==> src/rtl/simple_processor_pkg.sv <==
// Shared types and widths for the multi-cycle successor core.
// Opcode map, FSM states and the default address/data widths live here.
package simple_processor_pkg;

  localparam int ADDR_WIDTH    = 16;
  localparam int DATA_WIDTH    = 16;
  localparam int INSTR_WIDTH   = 16;
  localparam int NUM_REGS      = 8;
  localparam int REG_IDX_WIDTH = 3;

  typedef enum logic [3:0] {
    OP_ADD   = 4'h0,
    OP_SUB   = 4'h1,
    OP_AND   = 4'h2,
    OP_OR    = 4'h3,
    OP_XOR   = 4'h4,
    OP_SLL   = 4'h5,
    OP_SRL   = 4'h6,
    OP_ADDI  = 4'h7,
    OP_LW    = 4'h8,
    OP_SW    = 4'h9,
    OP_BEQ   = 4'hA,
    OP_JAL   = 4'hB,
    OP_NOP_C = 4'hC,
    OP_NOP_D = 4'hD,
    OP_NOP_E = 4'hE,
    OP_HALT  = 4'hF
  } opcode_e;

  typedef enum logic [1:0] {
    ST_BOOT = 2'd0,
    ST_EXEC = 2'd1,
    ST_MEM  = 2'd2,
    ST_HALT = 2'd3
  } core_state_e;

  // Opcodes whose result comes from the ALU and lands in rd.
  function automatic logic is_alu_op(input opcode_e op);
    logic res;
    case (op)
      OP_ADD, OP_SUB, OP_AND, OP_OR, OP_XOR,
      OP_SLL, OP_SRL, OP_ADDI: res = 1'b1;
      default:                 res = 1'b0;
    endcase
    return res;
  endfunction

endpackage

==> src/rtl/sp_alu.sv <==
// Combinational ALU for the successor core.
// Shifts use only the low log2(DW) bits of b; SRL is logical.
module sp_alu
  import simple_processor_pkg::*;
#(
  parameter int DW = DATA_WIDTH
) (
  input  opcode_e         op,
  input  logic [DW-1:0]   a,
  input  logic [DW-1:0]   b,
  output logic [DW-1:0]   result
);

  localparam int SHW = $clog2(DW);

  logic [SHW-1:0] shamt_s;

  assign shamt_s = b[SHW-1:0];

  // Result select by opcode; non-ALU opcodes yield zero.
  always_comb begin
    result = '0;
    case (op)
      OP_ADD, OP_ADDI: result = a + b;
      OP_SUB:          result = a - b;
      OP_AND:          result = a & b;
      OP_OR:           result = a | b;
      OP_XOR:          result = a ^ b;
      OP_SLL:          result = a << shamt_s;
      OP_SRL:          result = a >> shamt_s;
      default:         result = '0;
    endcase
  end

endmodule

==> src/rtl/simple_processor_mc.sv <==
// Multi-cycle core: single-cycle ALU/branch execution, handshaked load/store.
// Register file, decoder and BOOT/EXEC/MEM/HALT control are kept inline.
module simple_processor_mc
  import simple_processor_pkg::*;
#(
  parameter int MEM_ADDR_WIDTH = ADDR_WIDTH,
  parameter int MEM_DATA_WIDTH = DATA_WIDTH
) (
  input  logic                      clk_i,
  input  logic                      arst_i,
  input  logic [MEM_ADDR_WIDTH-1:0] boot_addr_i,
  output logic                      imem_req_o,
  output logic [MEM_ADDR_WIDTH-1:0] imem_addr_o,
  input  logic [MEM_DATA_WIDTH-1:0] imem_rdata_i,
  output logic                      dmem_req_o,
  output logic                      dmem_we_o,
  output logic [MEM_ADDR_WIDTH-1:0] dmem_addr_o,
  output logic [MEM_DATA_WIDTH-1:0] dmem_wdata_o,
  input  logic [MEM_DATA_WIDTH-1:0] dmem_rdata_i,
  input  logic                      dmem_ack_i,
  output logic                      halted_o,
  output logic                      retire_o
);

  localparam int AW = MEM_ADDR_WIDTH;
  localparam int DW = MEM_DATA_WIDTH;
  localparam logic [AW-1:0] PC_STEP = AW'(2'd2);

  core_state_e              state_r, state_nxt_s;
  logic [AW-1:0]            pc_r, pc_nxt_s;
  logic [DW-1:0]            rf_r [NUM_REGS];
  logic [AW-1:0]            mem_addr_r;
  logic [DW-1:0]            mem_wdata_r;
  logic [REG_IDX_WIDTH-1:0] mem_rd_r;
  logic                     mem_we_r;

  logic [INSTR_WIDTH-1:0]   instr_s;
  opcode_e                  op_s;
  logic [REG_IDX_WIDTH-1:0] rd_s, rs1_s, rs2_s;
  logic [5:0]               imm6_s;
  logic [DW-1:0]            rs1_val_s, rs2_val_s, imm_dw_s, alu_b_s, alu_res_s, link_s;
  logic [AW-1:0]            imm_aw_s, br_off_s, pc_inc_s, ea_s;

  logic                     rf_we_s;
  logic [REG_IDX_WIDTH-1:0] rf_waddr_s;
  logic [DW-1:0]            rf_wdata_s;
  logic                     mem_load_s;
  logic                     retire_s;

  assign instr_s = imem_rdata_i[INSTR_WIDTH-1:0];
  assign op_s    = opcode_e'(instr_s[15:12]);
  assign rd_s    = instr_s[11:9];
  assign rs1_s   = instr_s[8:6];
  assign rs2_s   = instr_s[5:3];
  assign imm6_s  = instr_s[5:0];

  assign rs1_val_s = (rs1_s == 3'd0) ? '0 : rf_r[rs1_s];
  assign rs2_val_s = (rs2_s == 3'd0) ? '0 : rf_r[rs2_s];

  assign imm_dw_s = {{(DW-6){imm6_s[5]}}, imm6_s};
  assign imm_aw_s = {{(AW-6){imm6_s[5]}}, imm6_s};
  assign br_off_s = {imm_aw_s[AW-2:0], 1'b0};
  assign pc_inc_s = pc_r + PC_STEP;
  assign link_s   = DW'(pc_inc_s);
  assign ea_s     = AW'(rs1_val_s) + imm_aw_s;
  assign alu_b_s  = (op_s == OP_ADDI) ? imm_dw_s : rs2_val_s;

  sp_alu #(.DW(DW)) u_alu (
    .op     (op_s),
    .a      (rs1_val_s),
    .b      (alu_b_s),
    .result (alu_res_s)
  );

  // Next-state, next-PC, register write and retire decode.
  always_comb begin
    state_nxt_s = state_r;
    pc_nxt_s    = pc_r;
    rf_we_s     = 1'b0;
    rf_waddr_s  = rd_s;
    rf_wdata_s  = alu_res_s;
    mem_load_s  = 1'b0;
    retire_s    = 1'b0;
    case (state_r)
      ST_BOOT: begin
        pc_nxt_s    = boot_addr_i;
        state_nxt_s = ST_EXEC;
      end
      ST_EXEC: begin
        if (is_alu_op(op_s)) begin
          rf_we_s  = 1'b1;
          pc_nxt_s = pc_inc_s;
          retire_s = 1'b1;
        end else begin
          case (op_s)
            OP_LW, OP_SW: begin
              mem_load_s  = 1'b1;
              state_nxt_s = ST_MEM;
            end
            OP_BEQ: begin
              pc_nxt_s = (rs1_val_s == rs2_val_s) ? (pc_r + br_off_s) : pc_inc_s;
              retire_s = 1'b1;
            end
            OP_JAL: begin
              rf_we_s    = 1'b1;
              rf_wdata_s = link_s;
              pc_nxt_s   = pc_r + br_off_s;
              retire_s   = 1'b1;
            end
            OP_HALT: begin
              state_nxt_s = ST_HALT;
              retire_s    = 1'b1;
            end
            default: begin
              pc_nxt_s = pc_inc_s;
              retire_s = 1'b1;
            end
          endcase
        end
      end
      ST_MEM: begin
        if (dmem_ack_i) begin
          rf_we_s     = ~mem_we_r;
          rf_waddr_s  = mem_rd_r;
          rf_wdata_s  = dmem_rdata_i;
          pc_nxt_s    = pc_inc_s;
          retire_s    = 1'b1;
          state_nxt_s = ST_EXEC;
        end else begin
          state_nxt_s = ST_MEM;
        end
      end
      ST_HALT: state_nxt_s = ST_HALT;
      default: state_nxt_s = ST_BOOT;
    endcase
  end

  // Control state, PC and the request registers held stable through MEM.
  always_ff @(posedge clk_i or posedge arst_i) begin
    if (arst_i) begin
      state_r     <= ST_BOOT;
      pc_r        <= '0;
      mem_addr_r  <= '0;
      mem_wdata_r <= '0;
      mem_rd_r    <= '0;
      mem_we_r    <= 1'b0;
    end else begin
      state_r <= state_nxt_s;
      pc_r    <= pc_nxt_s;
      if (mem_load_s) begin
        mem_addr_r  <= ea_s;
        mem_wdata_r <= rs2_val_s;
        mem_rd_r    <= rd_s;
        mem_we_r    <= (op_s == OP_SW);
      end
    end
  end

  // Register file; r0 is never written so it always reads zero.
  always_ff @(posedge clk_i or posedge arst_i) begin
    if (arst_i) begin
      for (int i = 0; i < NUM_REGS; i++) begin
        rf_r[i] <= '0;
      end
    end else if (rf_we_s && (rf_waddr_s != 3'd0)) begin
      rf_r[rf_waddr_s] <= rf_wdata_s;
    end
  end

  assign imem_req_o   = (state_r == ST_EXEC);
  assign imem_addr_o  = pc_r;
  assign dmem_req_o   = (state_r == ST_MEM);
  assign dmem_we_o    = mem_we_r;
  assign dmem_addr_o  = mem_addr_r;
  assign dmem_wdata_o = mem_wdata_r;
  assign halted_o     = (state_r == ST_HALT);
  assign retire_o     = retire_s;

endmodule
==> config.mk <==
export PLATFORM = sky130hd
export DESIGN_NAME = simple_processor_mc
export DESIGN_NICKNAME = d
export VERILOG_FILES = /design/src/rtl/simple_processor_pkg.sv /design/src/rtl/sp_alu.sv /design/src/rtl/simple_processor_mc.sv
export SDC_FILE = /design/constraint.sdc
export NUM_CORES = 1
export LEC_CHECK = 0
export BUFFER_PORTS_ARGS = -buffer_cell sky130_fd_sc_hd__buf_2
export CELL_PAD_IN_SITES_DETAIL_PLACEMENT = 0
export CELL_PAD_IN_SITES_GLOBAL_PLACEMENT = 1
export CORE_MARGIN = 2
export CORE_UTILIZATION = 30
export CTS_CLUSTER_SIZE = 16
export DETAILED_ROUTE_END_ITERATION = 10
export PLACE_DENSITY = 0.6
export SYNTH_ARGS = -nofsm -noshare
export SYNTH_HDL_FRONTEND = slang
export SYNTH_SLANG_ARGS = --single-unit
==> constraint.sdc <==
create_clock -name clk_i -period 11.1 [get_ports clk_i]
set_input_delay 1.665 -clock clk_i [delete_from_list [all_inputs] [get_ports clk_i]]
set_output_delay 1.665 -clock clk_i [all_outputs]
set_load 0.005 [all_outputs]
-- Word-level counts from Yosys, hierarchy flattened
Cells that the tools add are included.
- register bits: 182
- input port bits: 51
- output and inout port bits: 53
- equality and inequality tests: 20
- bitwise gates (word level): 7
- add/sub/neg operators: 5
- shift operators: 2
- mux-type cells: 41
- order comparisons: 4
- reduce and logical (&&, ||, !) cells: 13
- operators with widths (kind ; number):
    $mux W16 ; 14
    $bwmux W128 ; 1
    $pmux W16 S7 ; 1
    $bmux W16 S3 ; 2
    $pmux W16 S3 ; 2
    $add A16 B16 Y16 ; 3
    $demux W16 S3 ; 1
    $pmux W16 S2 ; 1
    $eq A4 B4 Y1 const B ; 5
    $add A16 B2 Y16 const B ; 1
    $and A16 B16 Y16 ; 1
    $eq A16 B16 Y1 ; 1
    $eq A4 B3 Y1 const B ; 4
    $or A16 B16 Y16 ; 1
    $shl A16 B4 Y16 ; 1
    $shr A16 B4 Y16 ; 1
    $sub A16 B16 Y16 ; 1
    $xor A16 B16 Y16 ; 1
    $ge A4 B4 Y1 const B ; 3
    $not A3 Y4 ; 3
    $mux W1 ; 11
    $eq A4 B2 Y1 const B ; 2
    $pmux W2 S4 ; 1
    $logic_not A3 Y1 ; 2
    other kinds (21) ; 28

-- Depth between registers and ports, before layout
Gate-level depths: netlist (run 1).
- word-level depth: 12
- mapped depth: 22
- mapped depth without buffers: 17

-- Modules after synthesis
Synthesis (run 1) repeated with hierarchy kept, for this count alone.
- cells, all modules: 1678
- area, all modules: 14102.3 µm²
- modules (own cells, without submodules) (module ; instances ; seq. area each (µm²) ; area each (µm²) ; cells each):
    simple_processor_mc ; 1 ; 4154.0 ; 10735.3 ; 1207
    sp_alu ; 1 ; 0.0 ; 3367.0 ; 471

-- Worst setup path after synthesis (run 1)
No wires, ideal clock.
- path kind: input to register
- start point: in imem_rdata_i[4]
- end point: reg rf_r[13] in the netlist's numbering
- path buffers: 3
- data required time: 10.964 ns
- arrival: 5.719 ns
- slack: 5.245 ns
- stages on the path: 19
- setup time: 0.136 ns
- cells stage by stage: buf_2 > mux2_2 > a221oi_1 > o31a_1 > buf_2 > buf_1 > ha_1 > nor2_1 > xnor2_1 > ha_1 > o21ai_0 > a211o_1 > a31oi_1 > o21ai_0 > o21ai_0 > xnor2_1 > o22ai_1 > o21ai_1 > o21ai_0
- longest elaborated chain between the ends: 12
- elaborated cells between the ends (all ways): 20
- RTL lines (what ; RTL line ; text):
    start, declared ; simple_processor_mc.sv:14 ; input logic [MEM_DATA_WIDTH-1:0] imem_rdata_i,
    $not A3 Y4 (not written as such) ; simple_processor_mc.sv:58 ; assign rs2_val_s = (rs2_s == 3'd0) ? '0 : rf_r[rs2_s];
    $bmux W16 S3 ; simple_processor_mc.sv:58 ;
    $mux W16 (not written as such) (2 in a row) ; simple_processor_mc.sv:58 ;
    $mux W16 ; simple_processor_mc.sv:58 ;
    $mux W16 (*) ; simple_processor_mc.sv:66 ; assign alu_b_s = (op_s == OP_ADDI) ? imm_dw_s : rs2_val_s;
    $sub A16 B16 Y16 (tied with other cells) ; sp_alu.sv:25 ; OP_SUB: result = a - b;
    $pmux W16 S7 (*) ; sp_alu.sv:23 ; case (op)
    $mux W16 ; simple_processor_mc.sv:95 ; case (op_s)
    $mux W16 ; simple_processor_mc.sv:90 ; if (is_alu_op(op_s)) begin
    $pmux W16 S2 (*) ; simple_processor_mc.sv:84 ; case (state_r)
    $bwmux W128 (*) ; simple_processor_mc.sv:166 ; rf_r[rf_waddr_s] <= rf_wdata_s;
    end signal, assigned by index ; simple_processor_mc.sv:166 ;
    end, declared ; simple_processor_mc.sv:31 ; logic [DW-1:0] rf_r [NUM_REGS];
Mark *: on every way between the ends. The rest lies on a longest branch, timed or not. The select of a mux whose other input is x is not followed.
A chain may end at the register's enable or synchronous reset.

-- Worst setup path after layout (run 1)
- start point: in imem_rdata_i[4]
- end point: reg rf_r[62] in the netlist's numbering
Same word-level chain as after synthesis.

==> impl_metrics.py, run 1 <==
metrics = {
    "status": {
        "outcome": "finished clean",
    },
    "finish": {
        "n_antenna_cell": 0,
        "postLayoutCellArea_um2": 16100,
        "nets": 1916,
        "drive_gt1_share_pct": 14.5,
        "synthToLayoutAreaGrowth_pct": 11.3,
        "stdcell_count": 2405,
        "fin_util_pct": 33.8,
    },
    "sta": {
        "fin_crit_sh_pct": 63.9,
        "finalSetupTns_ns": 0,
        "relSlewSlack_pct": 23.1,
        "worst_pin_slew_ns": 1.14,
        "finalSetupViolCount": 0,
        "slew_viol_final": 0,
        "fin_skew_ns": 0.0134,
        "fin_crit_ns": 7.09,
        "max_freq_mhz": 141,
        "grt_setup_unrepaired": "no",
        "hold_violations": 0,
    },
    "route": {
        "vias_per_cell": 5.73,
        "ant_nets": 0,
        "drc_errors": 0,
        "routed_wl_um": 57300,
        "vias": 13800,
        "wl_per_cell_um": 23.8,
        "dr.pass1.iters": 6,
        "drt_iter0_markers": 1155,
    },
    "flow_run": {
        "maxCapViolations": 0,
    },
    "worst_setup_path": {
        "r2r-start": "rf_r[18]",
        "cp_max_fo": 32,
        "startpoint_type": "input port",
        "reg2regPathDepth": 16,
        "crit_start": "imem_rdata_i[4]",
        "worstSetupPathType": "in -> reg",
        "r2r-end": "rf_r[62]",
        "path_delay_family": "compound AO/OA/AOI/OAI gates",
        "cp_cell_sequence": "buf_2 -> and2_1 -> a22o_1 -> o31a_1 -> buf_4 -> ha_1 -> nor2_1 -> xnor2_1 -> ha_1 -> a211oi_1 -> o21bai_1 -> a31oi_1 -> o211ai_1 -> and4_1 -> mux2i_1 -> o22ai_1 -> o21ai_1 -> o21ai_0",
        "max_stage_delay_ns": 0.83,
        "crit_path_top_delay_cell": "and2_1",
        "cp.depth": 18,
        "cp_num_buf_inv": 2,
        "crit_arrival_ns": 7.40,
        "crit_path_end": "rf_r[62]",
        "critPathRequiredTime_ns": 11.41,
        "crit_top_cell": "ha_1",
        "cp-end-kind": "flip-flop",
        "rrSetupSlack_ns": 5.91,
    },
    "placed_design": {
        "placed_area_um2": 15500,
        "portBuffers": 103,
        "place_hpwl_um": 41700,
        "placedCellCount": 2374,
        "place.gp.congestion": 0.932,
    },
    "floorplan": {
        "initial_core_util_pct": 30.4,
        "placementRows": 80,
        "die-area_um2": 50000,
        "design.core.area_um2": 47600,
        "die_w_um": 224,
        "die_y_um": 224,
        "io-pin-count": 104,
    },
    "worst_hold_path": {
        "min_path_type": "reg -> reg",
        "min_from": "dmem_wdata_o[3]",
    },
    "synthesis": {
        "synth-edff-count": 0,
        "synthXorXnorAreaFrac_pct": 3.92,
        "synth_top_family_by_area": "compound AO/OA/AOI/OAI gates",
        "synthCells": 1727,
        "synthesis.area_um2": 14500,
        "synthFlopType": "dfrtp_1",
        "yosys.area_share.simple_pct": 17.1,
        "async_flop_share_pct": 100,
        "synth.area.mux_share_pct": 12.4,
        "synth_fa_ha_area_share_pct": 7.67,
        "synth_compound_area_share_pct": 24.8,
        "yosysSeqAreaShare_pct": 28.7,
        "avgSynthCellArea_um2": 8.38,
        "ys_ff_latch": 166,
        "syn-num-nets": 1865,
        "synthDistinctLibCells": 84,
        "synth_warnings": 0,
    },
    "pwr": {
        "irDropWorstVdd_uv": 127,
        "p_int_mw": 1.98,
        "leakage_nw": 7.20,
        "p_clk_share_pct": 16.3,
        "powerDensity_nw_per_um2": 238,
        "p_seq_share_pct": 27.4,
        "p_sw_share_pct": 48.4,
        "pwr-share-comb_pct": 56.3,
        "p_sw_mw": 1.85,
    },
    "cts": {
        "cts_tree": "built",
        "cts_resized": 0,
        "post-cts-setup-buffer-count": 0,
        "cts.path.max_buffers": 2,
        "cts_hold_buffers": 0,
        "h-tree-depth": 4,
        "cts-root-buf": "clkbuf_16",
        "clk_latency_ns": 0.46,
        "clk_pin_slew_ns": 0.07,
        "clock-sinks": 166,
        "numCtsBuffers": 17,
    },
    "grt": {
        "grt_max_degree": 75,
        "grt_pass1_wl_um": 86100,
        "grt_pass1_vias": 13500,
        "grt-ovfl-total": 0,
        "grt_use_total_pct": 22.9,
        "antenna_found_initial": 0,
    },
}
## power by group through the flow
| stage | combinational (mW) | sequential (mW) | clock (mW) |
|---|---|---|---|
| after floorplan | 1.46 | 0.998 | 0 |
| after global placement | 2.12 | 1.05 | 0 |
| after detailed placement | 2.13 | 1.06 | 0 |
| after CTS | 2.14 | 1.05 | 0.640 |
| after global routing | 2.37 | 1.09 | 0.663 |
| final | 2.16 | 1.05 | 0.624 |
## worst min-delay path by stage
stage | endpoint | slack [ns] | depth (start not counted)
after floorplan | mem_rd_r[0] | 0.44 | 2
after global placement | mem_rd_r[0] | 0.46 | 2
after detailed placement | dmem_wdata_o[3] | 0.46 | 2
after CTS | dmem_wdata_o[13] | 0.48 | 2
after global routing | dmem_wdata_o[3] | 0.50 | 2
final | dmem_wdata_o[3] | 0.47 | 2
## metal layers
layer,global-route usage [%],wire (um),up-vias
met5,0,0,-
met4,8.80,1990,0
met3,3.25,2820,95
met2,37.7,26900,402
met1,30.3,25600,6822
li1,-,-,6469
## worst reg2reg max path: stages, from the launching register on
cell and delay, ns:
dfrtp_1 0.40, mux2i_1 0.09, mux4_2 0.52, o21a_1 0.19, buf_4 0.25, inv_1 0.63, xnor2_1 0.18, ha_1 0.40
a211oi_1 0.31, o21bai_1 0.15, a31oi_1 0.32, o211ai_1 0.25, and4_1 0.26, mux2i_1 0.22, o22ai_1 0.11, o21ai_1 0.58
o21ai_0 0.20
## cell usage in the layout, fill, tap and decap left out, types with 7 or more instances in the layout
cell type,count
a211o_1,9
a211oi_1,16
a21o_1,9
a21oi_1,74
a221o_1,18
a221oi_1,33
a22o_1,21
a22oi_1,21
a31oi_1,23
a32oi_1,7
and2_1,8
and3_1,16
buf_2,103
buf_4,36
clkbuf_16,17
dfrtp_1,166
ha_1,84
inv_1,54
mux2_2,36
mux2i_1,118
mux4_2,9
nand2_1,274
nand2b_1,12
nand3_1,29
nand4_1,10
nor2_1,95
nor2b_1,7
nor3_1,28
o211ai_1,25
o21ai_0,196
o21ai_1,10
o31ai_1,10
or2_2,9
or3_1,19
xnor2_1,48
xor2_1,15
## layout make-up
type                    count  area (um2)
fillers                  5004       31500
clock inverters            12         143
flip-flops and latches    166        4150
repair buffers            139         786
well taps                 615         769
multi-input cells        1395        9580
inverters                  59         229
clock buffers              19         453
## sequential cells by signal (all words and copies together) (netlist names)
| register | flops |
|---|---|
| dmem_addr_o | 16 |
| dmem_wdata_o | 16 |
| dmem_we_o | 1 |
| imem_addr_o | 16 |
| mem_rd_r | 3 |
| rf_r | 112 |
| state_r | 2 |
## through the flow
step	power (mW)	hold WS [ns]	setup slack, ns
2_1_floorplan	2.45	0.445	4.94
3_3_place_gp	3.18	0.460	3.70
3_5_place_dp	3.19	0.464	3.68
4_1_cts	3.83	0.481	4.14
5_1_grt	4.11	0.500	3.73
6_report	3.83	0.473	4.01
## cell families (layout without fill, tap and decap cells)
| logic type | Yosys count | count (layout) |
|---|---|---|
| and+or+nand+nor | 546 | 546 |
| muxes | 164 | 164 |
| xor gates and xnor gates | 64 | 64 |
| DFF | 166 | 166 |
| AOI/OAI and AO/OA | 534 | 534 |
| buffers and inverters | 166 | 229 |
| adders and majority gates | 87 | 87 |
## cells in the mapped netlist, drive strengths merged, types with 16 or more instances
library cell / count / area, um2
buf: 41 / 309
a221oi: 41 / 443
nand3: 30 / 150
a21oi: 75 / 379
o21ai: 207 / 1040
clkbuf: 66 / 249
ha: 84 / 1050
inv: 58 / 220
a211oi: 16 / 120
or3: 19 / 119
a22oi: 23 / 183
o211ai: 26 / 200
mux2: 37 / 417
nor2: 95 / 357
a22o: 22 / 194
nor3: 34 / 180
a221o: 18 / 180
nand2: 275 / 1030
xnor2: 49 / 437
a31oi: 23 / 144
mux2i: 118 / 1180
and3: 16 / 100
dfrtp: 166 / 4150
No activity file was read; power rests on OpenSTA's default activity.
==> inputs of run 2 (changes only) <==
clock period = 7.4 ns   (was 11.1 ns; I/O delays follow)
==> impl_metrics.py, run 2 (synthesized netlist as in run 1, its figures left out) <==
metrics = {
    "status": {
        "outcome": "finished clean",
    },
    "pwr": {
        "leakage_nw": 7.22,
        "irDropWorstVdd_uv": 219,
        "powerDensity_nw_per_um2": 359,
        "total_power_mw": 5.80,
    },
    "cts": {
        "cts-root-buf": "clkbuf_16",
        "cts_hold_buffers": 0,
        "clk_pin_slew_ns": 0.07,
        "cts_tree": "built",
        "cts.path.max_buffers": 2,
        "cts_resized": 0,
        "post-cts-setup-buffer-count": 0,
        "clock-sinks": 166,
        "h-tree-depth": 4,
        "numCtsBuffers": 17,
        "clk_latency_ns": 0.47,
    },
    "worst_setup_path": {
        "r2r-start": "rf_r[97]",
        "crit_arrival_ns": 6.56,
        "cp_max_fo": 18,
        "rrSetupSlack_ns": 2.10,
        "worstSetupPathType": "in -> reg",
        "reg2regPathDepth": 16,
        "r2r-end": "rf_r[61]",
        "cp-end-kind": "flip-flop",
        "critPathRequiredTime_ns": 7.71,
        "crit_start": "imem_rdata_i[12]",
        "startpoint_type": "input port",
    },
    "floorplan": {
        "die_y_um": 224,
        "placementRows": 80,
        "io-pin-count": 104,
        "die_w_um": 224,
        "design.core.area_um2": 47600,
        "die-area_um2": 50000,
        "initial_core_util_pct": 30.4,
    },
    "route": {
        "drc_errors": 0,
        "routed_wl_um": 58100,
        "wl_per_cell_um": 24.1,
        "dr.pass1.iters": 5,
        "vias": 13900,
        "ant_nets": 0,
        "drt_iter0_markers": 1057,
        "vias_per_cell": 5.77,
    },
    "sta": {
        "relSlewSlack_pct": 19.3,
        "slew_viol_final": 0,
        "finalSetupViolCount": 0,
        "max_freq_mhz": 160,
        "finalSetupTns_ns": 0,
        "worst_pin_slew_ns": 1.20,
        "hold_violations": 0,
        "fin_crit_ns": 6.25,
        "fin_skew_ns": 0.0164,
        "grt_setup_unrepaired": "no",
        "layout_setup_ws_ns": 1.15,
        "fin_crit_sh_pct": 84.5,
        "whs_ns": 0.476,
    },
    "finish": {
        "seqCellArea_um2": 4150,
        "largest_reg_flops": 112,
        "final_common_cell": "nand2_1",
        "synthToLayoutAreaGrowth_pct": 11.5,
        "regMostFlops": "rf_r",
        "fin_util_pct": 33.9,
        "drive_gt1_share_pct": 14.7,
        "final_cell_mix": "nand2_1, o21ai_0, dfrtp_1",
        "multi_input_area_um2": 9590,
        "nets": 1919,
        "fillers": 5050,
    },
    "placed_design": {
        "place_hpwl_um": 42800,
        "pre_cts_ws_ns": 0.847,
        "place.gp.congestion": 0.962,
        "portBuffers": 103,
    },
    "grt": {
        "grt_pass1_vias": 13700,
        "grt-ovfl-total": 0,
        "grt_pass1_wl_um": 87900,
        "grt_max_degree": 78,
        "grt_use_total_pct": 23.3,
        "antenna_found_initial": 1,
    },
    "worst_hold_path": {
        "min_path_type": "reg -> reg",
        "hold_path_depth": 2,
        "holdPathEnd": "dmem_wdata_o[10]",
        "min_from": "dmem_wdata_o[10]",
    },
    "flow_run": {
        "maxCapViolations": 0,
    },
}
==> run 2: cell count changes in the layout (fill, tap and decap cells not counted) <==
cell and change:
buf_4 +3, clkinv_4 +3, clkbuf_8 -2, inv_6 +2, nor3_2 -2, nor3_4 +2
clkinvlp_4 -1, diode_2 +1, inv_8 -1
==> run 2: metal layers <==
layer  vias to the layer above  wire length, um  GRT usage (%)
met2                       438            26900           37.6
met5                         -                0              0
met4                         0             2190           9.98
met1                      6895            26000           31.1
li1                       6480                -              -
met3                        93             3020           3.36
==> run 2: metrics by stage <==
step                instance area, um2  cells
floorplan                        14500   1727
global placement                 15500   2377
detailed placement               15500   2377
CTS                              16100   2409
global route                     16100   2409
finish                           16100   2410
==> run 2: layout make-up <==
cell class                      instances  area share (%)
Multi-Input combinational cell       1395            59.4
Sequential cell                       166            25.7
Timing Repair Buffer                  142            5.01
Tap cell                              615            4.77
Clock buffer                           17            2.64
Inverter                               59            1.42
Clock inverter                         15            1.04
Antenna cell                            1          0.0155
==> run 2: worst max path at each step <==
stage / end
after CTS: rf_r[61]
after global routing: rf_r[29]
after detailed placement: rf_r[61]
after floorplan: dmem_addr_o[0]
after global placement: rf_r[29]
final: rf_r[61]
==> run 2: critical path: stages <==
cell      delay, ns
buf_2          0.30
and4b_1        0.78
nand2_1        0.48
a211oi_1       0.77
inv_1          0.17
and4_1         0.27
nor2_1         0.13
xnor2_1        0.08
ha_1           0.37
a21oi_1        0.19
nand2_1        0.07
o21ai_0        0.38
o21ai_0        0.28
xnor2_1        0.28
o22ai_1        0.11
o21ai_1        0.57
o21ai_0        0.20
==> run 2: power by group <==
part           internal (mW)  switching, mW  leakage, nW
sequential              1.25          0.348         2.22
combinational           1.20           2.06         4.72
clock                  0.504          0.435        0.290
